==> src/rtl/lsu.sv <==
// Load/store unit: takes one execute-stage result at a time, runs a single
// data-bus transaction for memory ops and returns the writeback result.
module lsu #(
    parameter int TIMEOUT       = 16,
    parameter bit BYPASS_NONMEM = 1'b1
) (
    input  logic        clk_i,
    input  logic        rst_i,
    input  logic        req_valid_i,
    input  logic [3:0]  mem_op_i,
    input  logic [31:0] addr_i,
    input  logic [31:0] wdata_i,
    input  logic        reg_we_i,
    input  logic [4:0]  reg_waddr_i,
    output logic        req_ready_o,
    output logic        dbus_req_o,
    output logic        dbus_we_o,
    output logic [31:0] dbus_addr_o,
    output logic [31:0] dbus_wdata_o,
    output logic [3:0]  dbus_be_o,
    input  logic        dbus_gnt_i,
    input  logic        dbus_rvalid_i,
    input  logic [31:0] dbus_rdata_i,
    output logic        wb_valid_o,
    output logic        wb_we_o,
    output logic [4:0]  wb_waddr_o,
    output logic [31:0] wb_wdata_o,
    output logic        stall_o,
    output logic        misalign_o,
    output logic        bus_err_o
);

    localparam logic [3:0] OP_LB  = 4'd1;
    localparam logic [3:0] OP_LH  = 4'd2;
    localparam logic [3:0] OP_LW  = 4'd3;
    localparam logic [3:0] OP_LBU = 4'd4;
    localparam logic [3:0] OP_LHU = 4'd5;
    localparam logic [3:0] OP_SB  = 4'd6;
    localparam logic [3:0] OP_SH  = 4'd7;
    localparam logic [3:0] OP_SW  = 4'd8;

    localparam logic [1:0] SZ_BYTE = 2'd0;
    localparam logic [1:0] SZ_HALF = 2'd1;
    localparam logic [1:0] SZ_WORD = 2'd2;

    localparam logic [7:0] CNT_LAST = 8'(TIMEOUT - 1);

    typedef enum logic [1:0] {
        S_IDLE,
        S_REQ,
        S_WAIT,
        S_RESP
    } state_t;

    state_t      r_state;
    logic [7:0]  r_cnt;
    logic [3:0]  r_op;
    logic [31:0] r_addr;
    logic [31:0] r_wdata;
    logic [4:0]  r_waddr;
    logic        r_we;
    logic        r_wb_valid;
    logic        r_wb_we;
    logic [4:0]  r_wb_waddr;
    logic [31:0] r_wb_wdata;
    logic        r_misalign;
    logic        r_bus_err;

    logic        w_is_mem;
    logic        w_aligned;
    logic        w_in_req;

    function automatic logic f_is_mem(input logic [3:0] op);
        return (op >= OP_LB) && (op <= OP_SW);
    endfunction

    function automatic logic f_is_store(input logic [3:0] op);
        return (op == OP_SB) || (op == OP_SH) || (op == OP_SW);
    endfunction

    function automatic logic [1:0] f_size(input logic [3:0] op);
        case (op)
            OP_LB, OP_LBU, OP_SB: return SZ_BYTE;
            OP_LH, OP_LHU, OP_SH: return SZ_HALF;
            default:              return SZ_WORD;
        endcase
    endfunction

    function automatic logic f_aligned(input logic [1:0] size, input logic [1:0] lsb);
        case (size)
            SZ_HALF: return lsb[0] == 1'b0;
            SZ_WORD: return lsb == 2'b00;
            default: return 1'b1;
        endcase
    endfunction

    function automatic logic [3:0] f_be(input logic [1:0] size, input logic [1:0] lsb);
        case (size)
            SZ_BYTE: return 4'b0001 << lsb;
            SZ_HALF: return lsb[1] ? 4'b1100 : 4'b0011;
            default: return 4'b1111;
        endcase
    endfunction

    // Stores replicate the payload so every lane the slave might pick holds it.
    function automatic logic [31:0] f_wdata(input logic [1:0] size, input logic [31:0] d);
        case (size)
            SZ_BYTE: return {4{d[7:0]}};
            SZ_HALF: return {2{d[15:0]}};
            default: return d;
        endcase
    endfunction

    function automatic logic [31:0] f_load(input logic [3:0] op, input logic [1:0] lsb,
                                           input logic [31:0] d);
        logic [7:0]  b;
        logic [15:0] h;
        case (lsb)
            2'd0:    b = d[7:0];
            2'd1:    b = d[15:8];
            2'd2:    b = d[23:16];
            default: b = d[31:24];
        endcase
        h = lsb[1] ? d[31:16] : d[15:0];
        case (op)
            OP_LB:   return {{24{b[7]}}, b};
            OP_LH:   return {{16{h[15]}}, h};
            OP_LBU:  return {24'd0, b};
            OP_LHU:  return {16'd0, h};
            OP_LW:   return d;
            default: return 32'd0;
        endcase
    endfunction

    assign w_is_mem  = f_is_mem(mem_op_i);
    assign w_aligned = f_aligned(f_size(mem_op_i), addr_i[1:0]);
    assign w_in_req  = (r_state == S_REQ);

    // Bus outputs are decoded from the state register so reset drops them at once.
    assign dbus_req_o   = w_in_req;
    assign dbus_we_o    = w_in_req && f_is_store(r_op);
    assign dbus_addr_o  = w_in_req ? {r_addr[31:2], 2'b00} : 32'd0;
    assign dbus_be_o    = w_in_req ? f_be(f_size(r_op), r_addr[1:0]) : 4'd0;
    assign dbus_wdata_o = w_in_req ? f_wdata(f_size(r_op), r_wdata) : 32'd0;

    assign req_ready_o  = (r_state == S_IDLE);
    assign stall_o      = (r_state == S_REQ) || (r_state == S_WAIT);
    assign wb_valid_o   = r_wb_valid;
    assign wb_we_o      = r_wb_we;
    assign wb_waddr_o   = r_wb_waddr;
    assign wb_wdata_o   = r_wb_wdata;
    assign misalign_o   = r_misalign;
    assign bus_err_o    = r_bus_err;

    // Request payload is only consumed while a transaction is in flight.
    always_ff @(posedge clk_i) begin
        if (r_state == S_IDLE && req_valid_i && w_is_mem && w_aligned) begin
            r_op    <= mem_op_i;
            r_addr  <= addr_i;
            r_wdata <= wdata_i;
            r_waddr <= reg_waddr_i;
            r_we    <= reg_we_i;
        end
    end

    always_ff @(posedge clk_i or posedge rst_i) begin
        if (rst_i) begin
            r_state    <= S_IDLE;
            r_cnt      <= 8'd0;
            r_wb_valid <= 1'b0;
            r_wb_we    <= 1'b0;
            r_wb_waddr <= 5'd0;
            r_wb_wdata <= 32'd0;
            r_misalign <= 1'b0;
            r_bus_err  <= 1'b0;
        end else begin
            r_wb_valid <= 1'b0;
            r_wb_we    <= 1'b0;
            r_misalign <= 1'b0;
            r_bus_err  <= 1'b0;
            case (r_state)
                S_IDLE: begin
                    if (req_valid_i) begin
                        if (w_is_mem) begin
                            if (w_aligned) begin
                                r_state <= S_REQ;
                            end else begin
                                r_misalign <= 1'b1;
                            end
                        end else if (BYPASS_NONMEM) begin
                            r_wb_valid <= 1'b1;
                            r_wb_we    <= reg_we_i && (reg_waddr_i != 5'd0);
                            r_wb_waddr <= reg_waddr_i;
                            r_wb_wdata <= addr_i;
                        end
                    end
                end
                S_REQ: begin
                    if (dbus_gnt_i) begin
                        r_state <= S_WAIT;
                        r_cnt   <= 8'd0;
                    end
                end
                S_WAIT: begin
                    // A response on the last counted cycle beats the timeout.
                    if (dbus_rvalid_i) begin
                        r_state    <= S_RESP;
                        r_cnt      <= 8'd0;
                        r_wb_valid <= 1'b1;
                        r_wb_waddr <= r_waddr;
                        r_wb_we    <= !f_is_store(r_op) && r_we && (r_waddr != 5'd0);
                        r_wb_wdata <= f_is_store(r_op) ? 32'd0
                                                       : f_load(r_op, r_addr[1:0], dbus_rdata_i);
                    end else if (r_cnt == CNT_LAST) begin
                        r_state   <= S_IDLE;
                        r_cnt     <= 8'd0;
                        r_bus_err <= 1'b1;
                    end else begin
                        r_cnt <= r_cnt + 8'd1;
                    end
                end
                S_RESP: begin
                    r_state <= S_IDLE;
                end
                default: begin
                    r_state <= S_IDLE;
                end
            endcase
        end
    end

endmodule

==> config.mk <==
export PLATFORM = sky130hd
export DESIGN_NAME = lsu
export DESIGN_NICKNAME = d
export VERILOG_FILES = /design/src/rtl/lsu.sv
export SDC_FILE = /design/constraint.sdc
export NUM_CORES = 1
export LEC_CHECK = 0
export BUFFER_PORTS_ARGS = -buffer_cell sky130_fd_sc_hd__buf_2
export CORE_UTILIZATION = 51
export CTS_BUF_LIST = sky130_fd_sc_hd__clkbuf_2 sky130_fd_sc_hd__clkbuf_4 sky130_fd_sc_hd__clkbuf_8
export DETAILED_ROUTE_END_ITERATION = 7
export GPL_ROUTABILITY_DRIVEN = 0
export PLACE_DENSITY = 0.83
export SLEW_MARGIN = 20
export SYNTH_ARGS = -nofsm -noshare
export SYNTH_HDL_FRONTEND = slang
export SYNTH_SLANG_ARGS = --single-unit
==> constraint.sdc <==
create_clock -name clk_i -period 8.74 [get_ports clk_i]
set_input_delay 1.311 -clock clk_i [delete_from_list [all_inputs] [get_ports clk_i]]
set_output_delay 1.311 -clock clk_i [all_outputs]
set_load 0.01 [all_outputs]
; Word level (Yosys, flattened, before mapping)
; Cells that the tools add are included.
[op_classes]
n_eq_ne = 30
addsub = 1
muxes = 47
n_reduce_logical = 27
n_shift = 1
magnitude_cmp = 2
bitwise_logic = 1
[ops]
columns = op, n
row1 = $mux W32, 6
row2 = $pmux W32 S5, 1
row3 = $pmux W32 S2, 2
row4 = $eq A4 B3 Y1 const B, 8
row5 = $mux W8, 3
row6 = $pmux W8 S3, 1
row7 = $mux W16, 1
row8 = $pmux W8 S2, 1
row9 = $mux W5, 3
row10 = $mux W1, 13
row11 = $eq A4 B2 Y1 const B, 3
row12 = $mux W2, 6
row13 = $reduce_or A3 Y1, 4
row14 = $pmux W5 S2, 1
row15 = $reduce_bool A5 Y1, 2
row16 = $add A8 B1 Y8 const B, 1
row17 = $eq A2 B1 Y1 const B, 4
row18 = $eq A2 B2 Y1 const B, 4
row19 = $eq A4 B1 Y1 const B, 2
row20 = $eq A8 B4 Y1 const B, 1
row21 = $logic_and A1 B1 Y1, 8
row22 = $logic_not A2 Y1, 4
row23 = $mux W4, 2
row24 = $ne A2 B2 Y1 const B, 4
row25 = 17 further kinds, 24
[totals]
output_inout_bits = 113
ff_bits = 125

; Longest topological paths before layout
; Gate-level depths: netlist of run 1.
[logic_depth]
ltp_word = 9
depth_mapped = 9

; Worst setup path after synthesis of run 1
; Ideal clock, no wire load.
[synth_timing]
path_kind = input -> register
startpoint = input mem_op_i[2]
endpoint = register r_addr[0] (enable)
path_slack_ps = 1003
path_buffers = 0
stages = 3
arrival_ps = 7120
cell_sequence = nor3_4 -> a21oi_1 -> a211oi_1
[synth_via]
elab_chain_len = 6
[synth_lines]
columns = item, line_no
row1 = from (decl), 10  ; input logic [3:0] mem_op_i,
row2 = $eq A4 B2 Y1 (tied with other cells), 82  ; case (op)
row3 = $reduce_or A3 Y1, 82
row4 = $pmux W2 S2, 82
row5 = $eq A2 B2 Y1 / $eq A2 B1 Y1 (equally long branches), 90  ; case (size)
row6 = $pmux W1 S2, 90
row7 = $logic_and A1 B1 Y1 (*), 157  ; if (r_state == S_IDLE && req_valid_i && w_is_mem && w_aligned) begin
row8 = to (signal assigned), 159  ; r_addr <= addr_i;
row9 = to (decl), 58  ; logic [31:0] r_addr;
; Mark *: on every way between the ends. The rest lies on a longest branch, timed or not.
; A chain may end at the register's enable or synchronous reset.

; Worst setup path after layout of run 1
[layout_timing]
startpoint = register r_op[2]
endpoint = output dbus_wdata_o[21]
[layout_via]
elab_chain_len = 6
[layout_lines]
columns = item, line_no
row1 = from (decl), 57  ; logic [3:0] r_op;
row2 = from (signal assigned), 158  ; r_op <= mem_op_i;
row3 = $eq A4 B3 Y1 (tied with other cells), 82
row4 = $reduce_or A3 Y1, 82
row5 = $pmux W2 S2 (*), 82
row6 = $eq A2 B1 Y1 / $logic_not A2 Y1 (equally long branches), 107  ; case (size)
row7 = $pmux W32 S2 (*), 107
row8 = $mux W32 (*), 144  ; assign dbus_wdata_o = w_in_req ? f_wdata(f_size(r_op), r_wdata) : 32'd0;
row9 = to (decl), 19  ; output logic [31:0] dbus_wdata_o,
; Marked as above.

==> flow_summary.json, run 1 <==
{
  "setup_viol": 0,
  "syn2layout_area_growth_pct": 24.87,
  "p_int_w": 0.001375,
  "synth_top_family_by_area": "simple AND/OR/NAND/NOR gates",
  "leakagePower_nw": 3.499,
  "portBuffers": 221,
  "drt_pass1_iterations": 5,
  "cpMaxStageDelayCell": "o21bai_2",
  "relSlewSlack": 0.2900,
  "end_kind": "primary output",
  "slew_viol_final": 0,
  "viasPerCell": 5.734,
  "maxCapViolCount": 0,
  "dieArea_um2": 12740,
  "core_region_area_um2": 12010,
  "path_buf_inv": 1,
  "grt_pass1_vias": 5099,
  "ys_ff_latch": 125,
  "cts_setup_buffers": 0,
  "synth_xor_area_frac": 0.009778,
  "wl_per_cell_um": 18.21,
  "syn_inst": 582,
  "clkSlewWorstSetupHoldPaths_ns": 0.07,
  "drc": 0,
  "synth_top_area_cell": "edfxtp_1",
  "antenna_found_initial": 0,
  "root_buffer": "clkbuf_8",
  "cp_top_family": "simple AND/OR/NAND/NOR gates",
  "cts_buffer_depth": 2,
  "synth-simple-area-share": 0.1648,
  "clock.fmax_mhz": 217.2,
  "finalCriticalPeriod_ns": 4.604,
  "yosys.area.top_type_share": 0.3544,
  "pwr-share-comb": 0.406,
  "wl_um": 17250,
  "synth_mux_area_frac": 0.06266,
  "cts_tree": "yes",
  "min_path_type": "flop to flop",
  "required_ns": 7.43,
  "finalHoldViolCount": 0,
  "fp-row-count": 40,
  "tightest_slew_ns": 1.065,
  "place_ws_ns": 4.615,
  "ys_warn_count": 0,
  "status": "finished, final reports clean",
  "switching_power_w": 0.0008151,
  "setup_slack_ns": 4.136,
  "synth-seq-area-share": 0.5580,
  "cts.repair.resized": 0,
  "dpl.hpwl_um": 12600,
  "path_max_fanout": 20,
  "drtIter0Drc": 302,
  "cts_buffers": 17,
  "start_util": 0.5220,
  "yosysUniqueCellTypes": 55,
  "path_common_cell": "nor2b_1",
  "dieWidth_um": 112.9,
  "cts_hold_buf": 0,
  "timing.final.crit_share": 0.5268,
  "vdd_drop_max_mv": 0.2187,
  "overflow": 0,
  "avgSynthCellArea_um2": 10.77,
  "drive_gt1_frac": 0.3350,
  "crit_type": "flop to primary output",
  "grtUsageTotal": 0.2748,
  "ant_nets": 0,
  "synthAdderAreaFrac": 0.007982,
  "clk_latency_ns": 0.44,
  "nets": 902,
  "p_sw_frac": 0.3722,
  "skew_ns": 0.007396,
  "synth_edf_count": 74,
  "p_seq_frac": 0.380,
  "die_y_um": 112.9,
  "grt_setup_unrepaired": "false",
  "clock_sinks": 125,
  "postSynth.asyncResetShare": 0.4080,
  "cp_cell_sequence": "nor2b_1 > o21bai_2 > nand2_1 > mux2i_1 > nor2b_1 > buf_2",
  "power.density_nw_per_um2": 279.7,
  "pwr-share-clk": 0.214,
  "max_stage_delay_ns": 0.78,
  "synthFlopType": "edfxtp_1",
  "synth.area.top_cells": "edfxtp_1 35%, dfrtp_1 20%, mux2i_1 5.9%",
  "num_io_pins": 224,
  "synthesis.area_um2": 6270,
  "h-tree-depth": 4,
  "setup_tns_ns": 0,
  "critPathLaunchType": "flop",
  "vias": 5430,
  "antenna_cells": 0,
  "grt_pass1_wl_um": 26390,
  "synth_compound_area_frac": 0.1589,
  "crit_arrival_ns": 3.29,
  "nFillCells": 993,
  "grt_start_max_net_pins": 71
}
-- cell usage after synthesis (all sizes together), types with 2 or more instances --
| cell type | count |
|---|---|
| nor3 | 8 |
| a21boi | 6 |
| o21ai | 29 |
| xnor2 | 5 |
| dfrtp | 51 |
| and3 | 9 |
| inv | 12 |
| a221o | 7 |
| o221ai | 15 |
| edfxtp | 74 |
| and2 | 40 |
| a211o | 3 |
| a31oi | 2 |
| nor4b | 2 |
| ha | 4 |
| nand2b | 3 |
| xor2 | 2 |
| o22ai | 9 |
| a21o | 20 |
| clkbuf | 24 |
| a32oi | 2 |
| buf | 17 |
| nand3 | 5 |
| nor2b | 23 |
| nand2 | 43 |
| a21oi | 32 |
| a211oi | 9 |
| mux2i | 37 |
| nor2 | 68 |
-- flip-flops by register name (all words and copies together), names as in the netlist --
name / cells
misalign_o: 1
r_cnt: 8
wb_valid_o: 1
wb_wdata_o: 32
wb_waddr_o: 5
wb_we_o: 1
r_we: 1
r_waddr: 5
r_state: 2
bus_err_o: 1
r_wdata: 32
r_addr: 32
r_op: 4
-- placed cells by master (no fill, tap or decap), types with 3 or more instances in the layout --
cell type	instances
o22ai_1	9
xnor2_1	5
a21o_1	20
o221ai_1	15
o21ai_0	29
inv_1	11
clkinv_2	5
and2_1	40
a21oi_1	32
a221o_1	7
nand2_1	43
dfrtp_1	51
a211o_1	3
nand3_1	5
nor3_1	7
and3_1	9
clkbuf_8	20
ha_1	3
edfxtp_1	74
mux2i_1	37
a21boi_0	5
buf_2	221
nor2_1	68
a211oi_1	7
nand2b_1	3
clkbuf_4	5
nor2b_1	23
-- per-stage QoR --
| stage | cell area (um^2) | util | hold slack (ns) | cells | total power, W |
|---|---|---|---|---|---|
| after floorplan | 6274 | - | 0.4654 | 583 | 0.001395 |
| after global placement | 7421 | 0.6178 | 0.4713 | 912 | 0.001680 |
| after detailed placement | 7450 | 0.6202 | 0.4737 | 914 | 0.001722 |
| after CTS | 7821 | 0.6511 | 0.4896 | 946 | 0.002196 |
| after global routing | 7829 | 0.6518 | 0.5246 | 947 | 0.002322 |
| final | 7829 | 0.6518 | 0.4801 | 947 | 0.002190 |
-- kinds of logic after synthesis --
family / Yosys count
simple gates: 208
compound gates: 146
flops: 125
buf+inv: 53
mux: 38
xor+xnor: 7
fa+ha+maj: 4
other cells: 1
-- final timing paths --
kind / endpoint / start / slack, ns / cells after the start
worst max-delay path: dbus_wdata_o[21] / r_op[2]$_DFFE_PP_ / 4.14 / 6
max in group asynchronous: wb_wdata_o[31]$_DFFE_PP0P_ / rst_i / 7.32 / 2
worst min register to register: wb_waddr_o[1]$_DFFE_PP0P_ / wb_waddr_o[1]$_DFFE_PP0P_ / 0.48 / 2
worst min-delay path: wb_waddr_o[1]$_DFFE_PP0P_ / wb_waddr_o[1]$_DFFE_PP0P_ / 0.48 / 2
worst max register to register: wb_wdata_o[0]$_DFFE_PP0P_ / r_state[0]$_DFFE_PP0P_ / 5.49 / 7
min in group asynchronous: wb_waddr_o[2]$_DFFE_PP0P_ / rst_i / 0.98 / 2
-- layout make-up --
type / count / area [um^2] / share of cell area
Clock buffer: 24 / 305.3 / 0.03900
Clock inverter: 8 / 66.31 / 0.008471
Inverter: 12 / 47.55 / 0.006073
Multi-Input combinational cell: 405 / 2572 / 0.3286
Sequential cell: 125 / 3498 / 0.4469
Tap cell: 147 / 183.9 / 0.02349
Timing Repair Buffer: 226 / 1155 / 0.1475
-- tightest hold or removal path: cells and delay by family, from the launching register on --
kind / cells / cell delay [ns]
DFF: 1 / 0.34
AOI/OAI and AO/OA: 1 / 0.06
and+or+nand+nor: 1 / 0.05
-- routing by layer --
| metal | routed length [um] | global-route usage |
|---|---|---|
| met5 | 0 | 0 |
| met4 | 533 | 0.1360 |
| met3 | 1510 | 0.07392 |
| met2 | 8358 | 0.4568 |
| met1 | 6846 | 0.3330 |
-- power by group through the flow --
stage	registers (W)	clock network, W	logic, W
floorplan	0.000877	0	0.000517
global placement	0.000835	0	0.000845
detailed placement	0.000840	0	0.000882
CTS	0.000831	0.000478	0.000887
global route	0.000846	0.000504	0.000972
finish	0.000833	0.000469	0.000888
Note: power is estimated with default switching activity, not from simulation.
==> inputs of run 2 (changes only) <==
--- a/config.mk
+++ b/config.mk
@@ -6,11 +6,11 @@
 export NUM_CORES = 1
 export LEC_CHECK = 0
 export BUFFER_PORTS_ARGS = -buffer_cell sky130_fd_sc_hd__buf_2
-export CORE_UTILIZATION = 51
+export CORE_UTILIZATION = 47
 export CTS_BUF_LIST = sky130_fd_sc_hd__clkbuf_2 sky130_fd_sc_hd__clkbuf_4 sky130_fd_sc_hd__clkbuf_8
 export DETAILED_ROUTE_END_ITERATION = 7
 export GPL_ROUTABILITY_DRIVEN = 0
-export PLACE_DENSITY = 0.83
+export PLACE_DENSITY = 0.8
 export SLEW_MARGIN = 20
 export SYNTH_ARGS = -nofsm -noshare
 export SYNTH_HDL_FRONTEND = slang
==> constraint.sdc (replaced) <==
create_clock -name clk_i -period 4.22 [get_ports clk_i]
set_input_delay 0.633 -clock clk_i [delete_from_list [all_inputs] [get_ports clk_i]]
set_output_delay 0.633 -clock clk_i [all_outputs]
set_load 0.01 [all_outputs]
==> run 2 against run 1 <==
Critical path depth is the same. Wire length grew 0.36%. Sequential cell count is the same. Clock power grew 130%. Global-route usage shrank 2.1 points. Total power grew 110%. Register-to-register slack lost 4.2 ns. Critical path type unchanged. Highest routed layer unchanged.
==> flow_summary.json, run 2 (synthesized netlist as in run 1, its figures left out) <==
{
  "status": "finished, final reports clean",
  "relSlewSlack": 0.3166,
  "switching_power_w": 0.001676,
  "start_util": 0.4889,
  "drive_gt1_frac": 0.3354,
  "maxCapViolCount": 0,
  "required_ns": 3.59,
  "p_seq_frac": 0.373,
  "max_stage_delay_ns": 0.71,
  "nets": 904,
  "dieArea_um2": 13810,
  "num_io_pins": 224,
  "fp-row-count": 41,
  "pwr-share-comb": 0.393,
  "setup_tns_ns": 0,
  "pwr-share-clk": 0.233,
  "dpl.cell_count": 940,
  "grt_setup_unrepaired": "false",
  "drc": 0,
  "dieWidth_um": 117.5,
  "grt_pass1_vias": 5300,
  "final_common_cell": "buf_2",
  "met3_length_um": 1302,
  "cts_setup_buffers": 0,
  "setup_slack_ns": 0.4828,
  "finalPower_w": 0.004637,
  "viasPerCell": 5.534,
  "die_y_um": 117.5,
  "clock_sinks": 125,
  "crit_type": "flop to primary output",
  "post_dp_cell_area_um2": 7487,
  "grt_pass1_wl_um": 27260,
  "clkSlewWorstSetupHoldPaths_ns": 0.07,
  "finalHoldViolCount": 0,
  "timing.final.crit_share": 0.8856,
  "leakagePower_nw": 3.527,
  "min_path_type": "primary input to async pin",
  "overflow": 0,
  "clock.fmax_mhz": 267.6,
  "skew_ns": 0.01258,
  "vias": 5396,
  "clk_latency_ns": 0.44,
  "final_cell_mix": "221 x buf_2, 74 x edfxtp_1, 68 x nor2_1",
  "p_sw_frac": 0.3614,
  "cpMaxStageDelayCell": "nand2_1",
  "wl_per_cell_um": 17.75,
  "finalCriticalPeriod_ns": 3.737,
  "cts_tree": "yes",
  "end_kind": "primary output",
  "antenna_found_initial": 1,
  "vdd_drop_max_mv": 0.3162,
  "setup_viol": 0,
  "cp_cell_sequence": "or3b_2 > a21o_1 > nand2_1 > mux2i_1 > nor2b_1 > buf_2",
  "tightest_slew_ns": 1.025,
  "place_ws_ns": 0.9692,
  "critPathLaunchType": "flop",
  "cts_hold_buf": 0,
  "path_max_fanout": 20,
  "drt_pass1_iterations": 5,
  "top_layer": "met4",
  "slew_viol_final": 0,
  "final_design_area_no_fill_um2": 7919,
  "wl_met2_um": 8238,
  "cts_buffers": 17,
  "cts.repair.resized": 0,
  "p_int_w": 0.002961,
  "grt_start_max_net_pins": 69,
  "dpl.hpwl_um": 12730,
  "path_buf_inv": 1,
  "h-tree-depth": 4,
  "grtUsageTotal": 0.2542,
  "wl_um": 17310,
  "cp_top_family": "simple AND/OR/NAND/NOR gates",
  "nFillCells": 1085,
  "root_buffer": "clkbuf_8",
  "crit_arrival_ns": 3.10,
  "core_region_area_um2": 12820,
  "route.layer.met1.wl_um": 7184,
  "portBuffers": 221,
  "reg2reg_slack_ns": 1.28,
  "ant_nets": 0,
  "syn2layout_area_growth_pct": 26.30,
  "power.density_nw_per_um2": 585.6,
  "cts_buffer_depth": 2,
  "drtIter0Drc": 441,
  "stdcell_count": 975
}
-- run 2: changes by cell type in the layout (fill, tap and decap cells not counted), sizes merged --
cell / delta
buf: +2
bufinv: +2
clkbuf: -1
clkinv: +1
clkinvlp: -1
diode: +1
inv: -1
-- run 2: path summary, 6_finish.rpt --
path                                                start                          to  cells after the start
worst min register to register  wb_waddr_o[1]$_DFFE_PP0P_   wb_waddr_o[1]$_DFFE_PP0P_                      2
max in group asynchronous                           rst_i   wb_wdata_o[7]$_DFFE_PP0P_                      2
worst max-delay path                    r_op[0]$_DFFE_PP_            dbus_wdata_o[22]                      6
min in group clk_i                            wdata_i[30]       r_wdata[30]$_DFFE_PP_                      1
worst max register to register     r_state[0]$_DFFE_PP0P_  wb_wdata_o[11]$_DFFE_PP0P_                      8
worst min-delay path                                rst_i   wb_wdata_o[5]$_DFFE_PP0P_                      2
-- run 2: power by group through the flow --
stage / clock network (W) / registers (W) / logic (W)
after floorplan: 0 / 0.00181 / 0.00108
after global placement: 0 / 0.00174 / 0.00176
after detailed placement: 0 / 0.00175 / 0.00182
after CTS: 0.00110 / 0.00173 / 0.00182
after global routing: 0.00116 / 0.00176 / 0.00200
final: 0.00108 / 0.00173 / 0.00182
-- run 2: layout make-up --
type,instances,area (um^2),area share
Timing Repair Buffer,228,1175,0.1484
Inverter,12,46.29,0.005846
Sequential cell,125,3498,0.4418
Clock buffer,23,291.5,0.03681
Tap cell,172,215.2,0.02718
Multi-Input combinational cell,405,2572,0.3249
Antenna cell,1,2.502,0.0003160
Clock inverter,9,117.6,0.01485
-- run 2: layer usage --
layer | vias to the layer above | track usage
li1 | 2525 | -
met2 | 273 | 0.4079
met3 | 43 | 0.06734
met1 | 2555 | 0.3167
met4 | 0 | 0.1298
met5 | - | 0
-- run 2: through the flow --
| step | utilization | hold WS (ns) |
|---|---|---|
| global route | 0.6175 | 0.3354 |
| detailed placement | 0.5838 | 0.4820 |
| finish | 0.6175 | 0.3606 |
| global placement | 0.5838 | 0.4720 |
| CTS | 0.6157 | 0.3370 |
| floorplan | - | 0.4654 |
==> inputs of run 3 (changes only) <==
--- a/config.mk
+++ b/config.mk
@@ -5,12 +5,13 @@
 export SDC_FILE = /design/constraint.sdc
 export NUM_CORES = 1
 export LEC_CHECK = 0
+export ABC_AREA = 1
 export BUFFER_PORTS_ARGS = -buffer_cell sky130_fd_sc_hd__buf_2
-export CORE_UTILIZATION = 47
+export CORE_UTILIZATION = 51
 export CTS_BUF_LIST = sky130_fd_sc_hd__clkbuf_2 sky130_fd_sc_hd__clkbuf_4 sky130_fd_sc_hd__clkbuf_8
 export DETAILED_ROUTE_END_ITERATION = 7
 export GPL_ROUTABILITY_DRIVEN = 0
-export PLACE_DENSITY = 0.8
+export PLACE_DENSITY = 0.82
 export SLEW_MARGIN = 20
 export SYNTH_ARGS = -nofsm -noshare
 export SYNTH_HDL_FRONTEND = slang
==> constraint.sdc (replaced) <==
create_clock -name clk_i -period 4.3 [get_ports clk_i]
set_input_delay 0.645 -clock clk_i [delete_from_list [all_inputs] [get_ports clk_i]]
set_output_delay 0.645 -clock clk_i [all_outputs]
set_load 0.01 [all_outputs]
==> run 3 against run 2 <==
Register-to-register slack gained 0.36 ns. Clock skew shrank 0.00060 ns. Clock-buffer cell count shrank 2.
==> flow_summary.json, run 3 <==
{
  "status": "finished, final reports clean",
  "crit_type": "flop to primary output",
  "timing.final.crit_share": 0.7451,
  "ys_top_cells_by_count": "347 x nand2_1, 98 x inv_1, 74 x edfxtp_1, 70 x nor2_1, 51 x dfrtp_1",
  "path_max_fanout": 21,
  "relSlewSlack": 0.4784,
  "yosysUniqueCellTypes": 35,
  "nets": 1182,
  "critPathLaunchType": "flop",
  "wl_per_cell_um": 15.05,
  "vdd_drop_max_mv": 0.4805,
  "cp-startpoint": "r_state[1]$_DFFE_PP0P_",
  "overflow": 0,
  "drt_pass1_iterations": 5,
  "r2r_start": "r_state[0]$_DFFE_PP0P_",
  "start_util": 0.5291,
  "ys_warn_count": 0,
  "tightest_slew_ns": 0.7806,
  "slew_viol_final": 0,
  "dieWidth_um": 117.1,
  "ant_nets": 0,
  "drc": 0,
  "yosysMostFrequentCell": "nand2_1",
  "clock.fmax_mhz": 312.1,
  "syn2layout_area_growth_pct": 23.64,
  "postSynth.asyncResetShare": 0.4080,
  "ys_ff_latch": 125,
  "wl_um": 18870,
  "portBuffers": 221,
  "final_design_area_no_fill_um2": 8357,
  "synth_edf_count": 74,
  "setup_tns_ns": 0,
  "clkSlewWorstSetupHoldPaths_ns": 0.08,
  "cts_setup_buffers": 0,
  "num_io_pins": 224,
  "syn_inst": 856,
  "synth.area.top_cells": "edfxtp_1 33%, nand2_1 19%, dfrtp_1 19%",
  "final_cell_mix": "347 x nand2_1, 221 x buf_2, 97 x inv_1",
  "clk_latency_ns": 0.46,
  "grtUsageTotal": 0.2857,
  "core_region_area_um2": 12770,
  "cts_tree": "yes",
  "leakagePower_nw": 4.674,
  "final_common_cell": "nand2_1",
  "antenna_found_initial": 2,
  "nFillCells": 1111,
  "setup_slack_ns": 1.096,
  "yosys.area.top_type_share": 0.3288,
  "crit_arrival_ns": 2.56,
  "die_y_um": 117.1,
  "finalHoldViolCount": 0,
  "synthFlopType": "edfxtp_1",
  "required_ns": 3.65,
  "cts.repair.resized": 0,
  "grt_start_max_net_pins": 52,
  "power.density_nw_per_um2": 550.3,
  "vias": 6471,
  "post_dp_cell_area_um2": 7933,
  "drive_gt1_frac": 0.2833,
  "cts_buffers": 17,
  "root_buffer": "clkbuf_8",
  "cts_hold_buf": 0,
  "cts_buffer_depth": 2,
  "finalCriticalPeriod_ns": 3.204,
  "synth_top_area_cell": "edfxtp_1",
  "setup_viol": 0,
  "grt_pass1_vias": 5725,
  "place_ws_ns": 1.528,
  "maxCapViolCount": 0,
  "min_path_type": "primary input to async pin",
  "grt_setup_unrepaired": "false",
  "skew_ns": 0.01198,
  "viasPerCell": 5.160,
  "grt_pass1_wl_um": 28680,
  "end_kind": "primary output",
  "dieArea_um2": 13720,
  "synthesis.area_um2": 6759,
  "avgSynthCellArea_um2": 7.896,
  "dpl.hpwl_um": 13480,
  "h-tree-depth": 4,
  "drtIter0Drc": 493,
  "clock_sinks": 125,
  "fp-row-count": 41,
  "synth-seq-area-share": 0.5176
}
[run 3: cell count changes after synthesis, moves of 9 or more]
cell / previous run / this run
nand3_2: 0 / 13
clkbuf_1: 24 / 12
nand3_1: 5 / 47
nor2b_1: 23 / 0
and2_1: 40 / 0
o221ai_1: 15 / 0
nor2_2: 0 / 12
nand2_1: 43 / 347
a21o_1: 20 / 0
a211oi_1: 9 / 0
mux2i_1: 37 / 0
inv_1: 12 / 98
[run 3: final timing paths]
check                                                  end  slack, ns  depth (start not counted)
worst min-delay path             wb_waddr_o[4]$_DFFE_PP0P_       0.28                          2
max in group asynchronous       wb_wdata_o[30]$_DFFE_PP0P_       3.56                          2
worst max register to register   wb_waddr_o[2]$_DFFE_PP0P_       1.64                          9
worst max-delay path                      dbus_wdata_o[10]       1.10                          7
worst min register to register   wb_wdata_o[9]$_DFFE_PP0P_       0.48                          2
min in group clk_i                   r_wdata[26]$_DFFE_PP_       0.36                          1
[run 3: where the power goes]
group	leakage [nW]	switching [W]	total [W]	internal [W]
Sequential	1.31	0.000132	0.00165	0.00152
Combinational	3.15	0.00121	0.00186	0.000644
Clock	0.215	0.000481	0.00109	0.000613
Total	4.67	0.00182	0.00460	0.00277
[run 3: per-layer routing]
metal,GRT usage,wire length (um)
met1,0.3794,8140
met2,0.4572,8808
met3,0.06334,1500
met4,0.1148,424
met5,0,0
[run 3: worst max-delay path, stage by stage (launching register included)]
cell and delay (ns):
dfrtp_1 0.41, inv_1 0.12, ha_2 0.50, inv_1 0.38, a21oi_1 0.21, o21ai_0 0.14, a21oi_1 0.17, buf_2 0.16
[run 3: area by class of cell]
cell class,count,area [um^2],share of cell area
timing repair buffer,227,1151,0.1377
clock inverter,11,137.6,0.01647
antenna,2,5.005,0.0005989
multi-input combinational,590,2665,0.3189
clock buffer,21,276.5,0.03309
sequential,125,3498,0.4186
inverter,106,407.9,0.04881
tap,172,215.2,0.02575
[run 3: cell families (layout without fill, tap and decap cells)]
kind of cell | count (synthesis) | in the layout | synth area share
AND/OR/NAND/NOR | 510 | 510 | 0.3190
adder cells (fa/ha/maj) | 4 | 4 | 0.007405
AO/OA/AOI/OAI | 74 | 74 | 0.06368
flip-flops | 125 | 125 | 0.5176
buffers and inverters | 142 | 365 | 0.09182
other | 1 | 4 | 0.0005548
[run 3: per-stage QoR]
step	total power (W)	std cells	util	hold slack (ns)
after floorplan	0.002824	857	-	0.4555
after global routing	0.004919	1254	0.6542	0.3221
after global placement	0.003485	1220	0.6208	0.4594
final	0.004599	1254	0.6542	0.2827
after detailed placement	0.003521	1220	0.6210	0.4656
after CTS	0.004609	1252	0.6534	0.3010
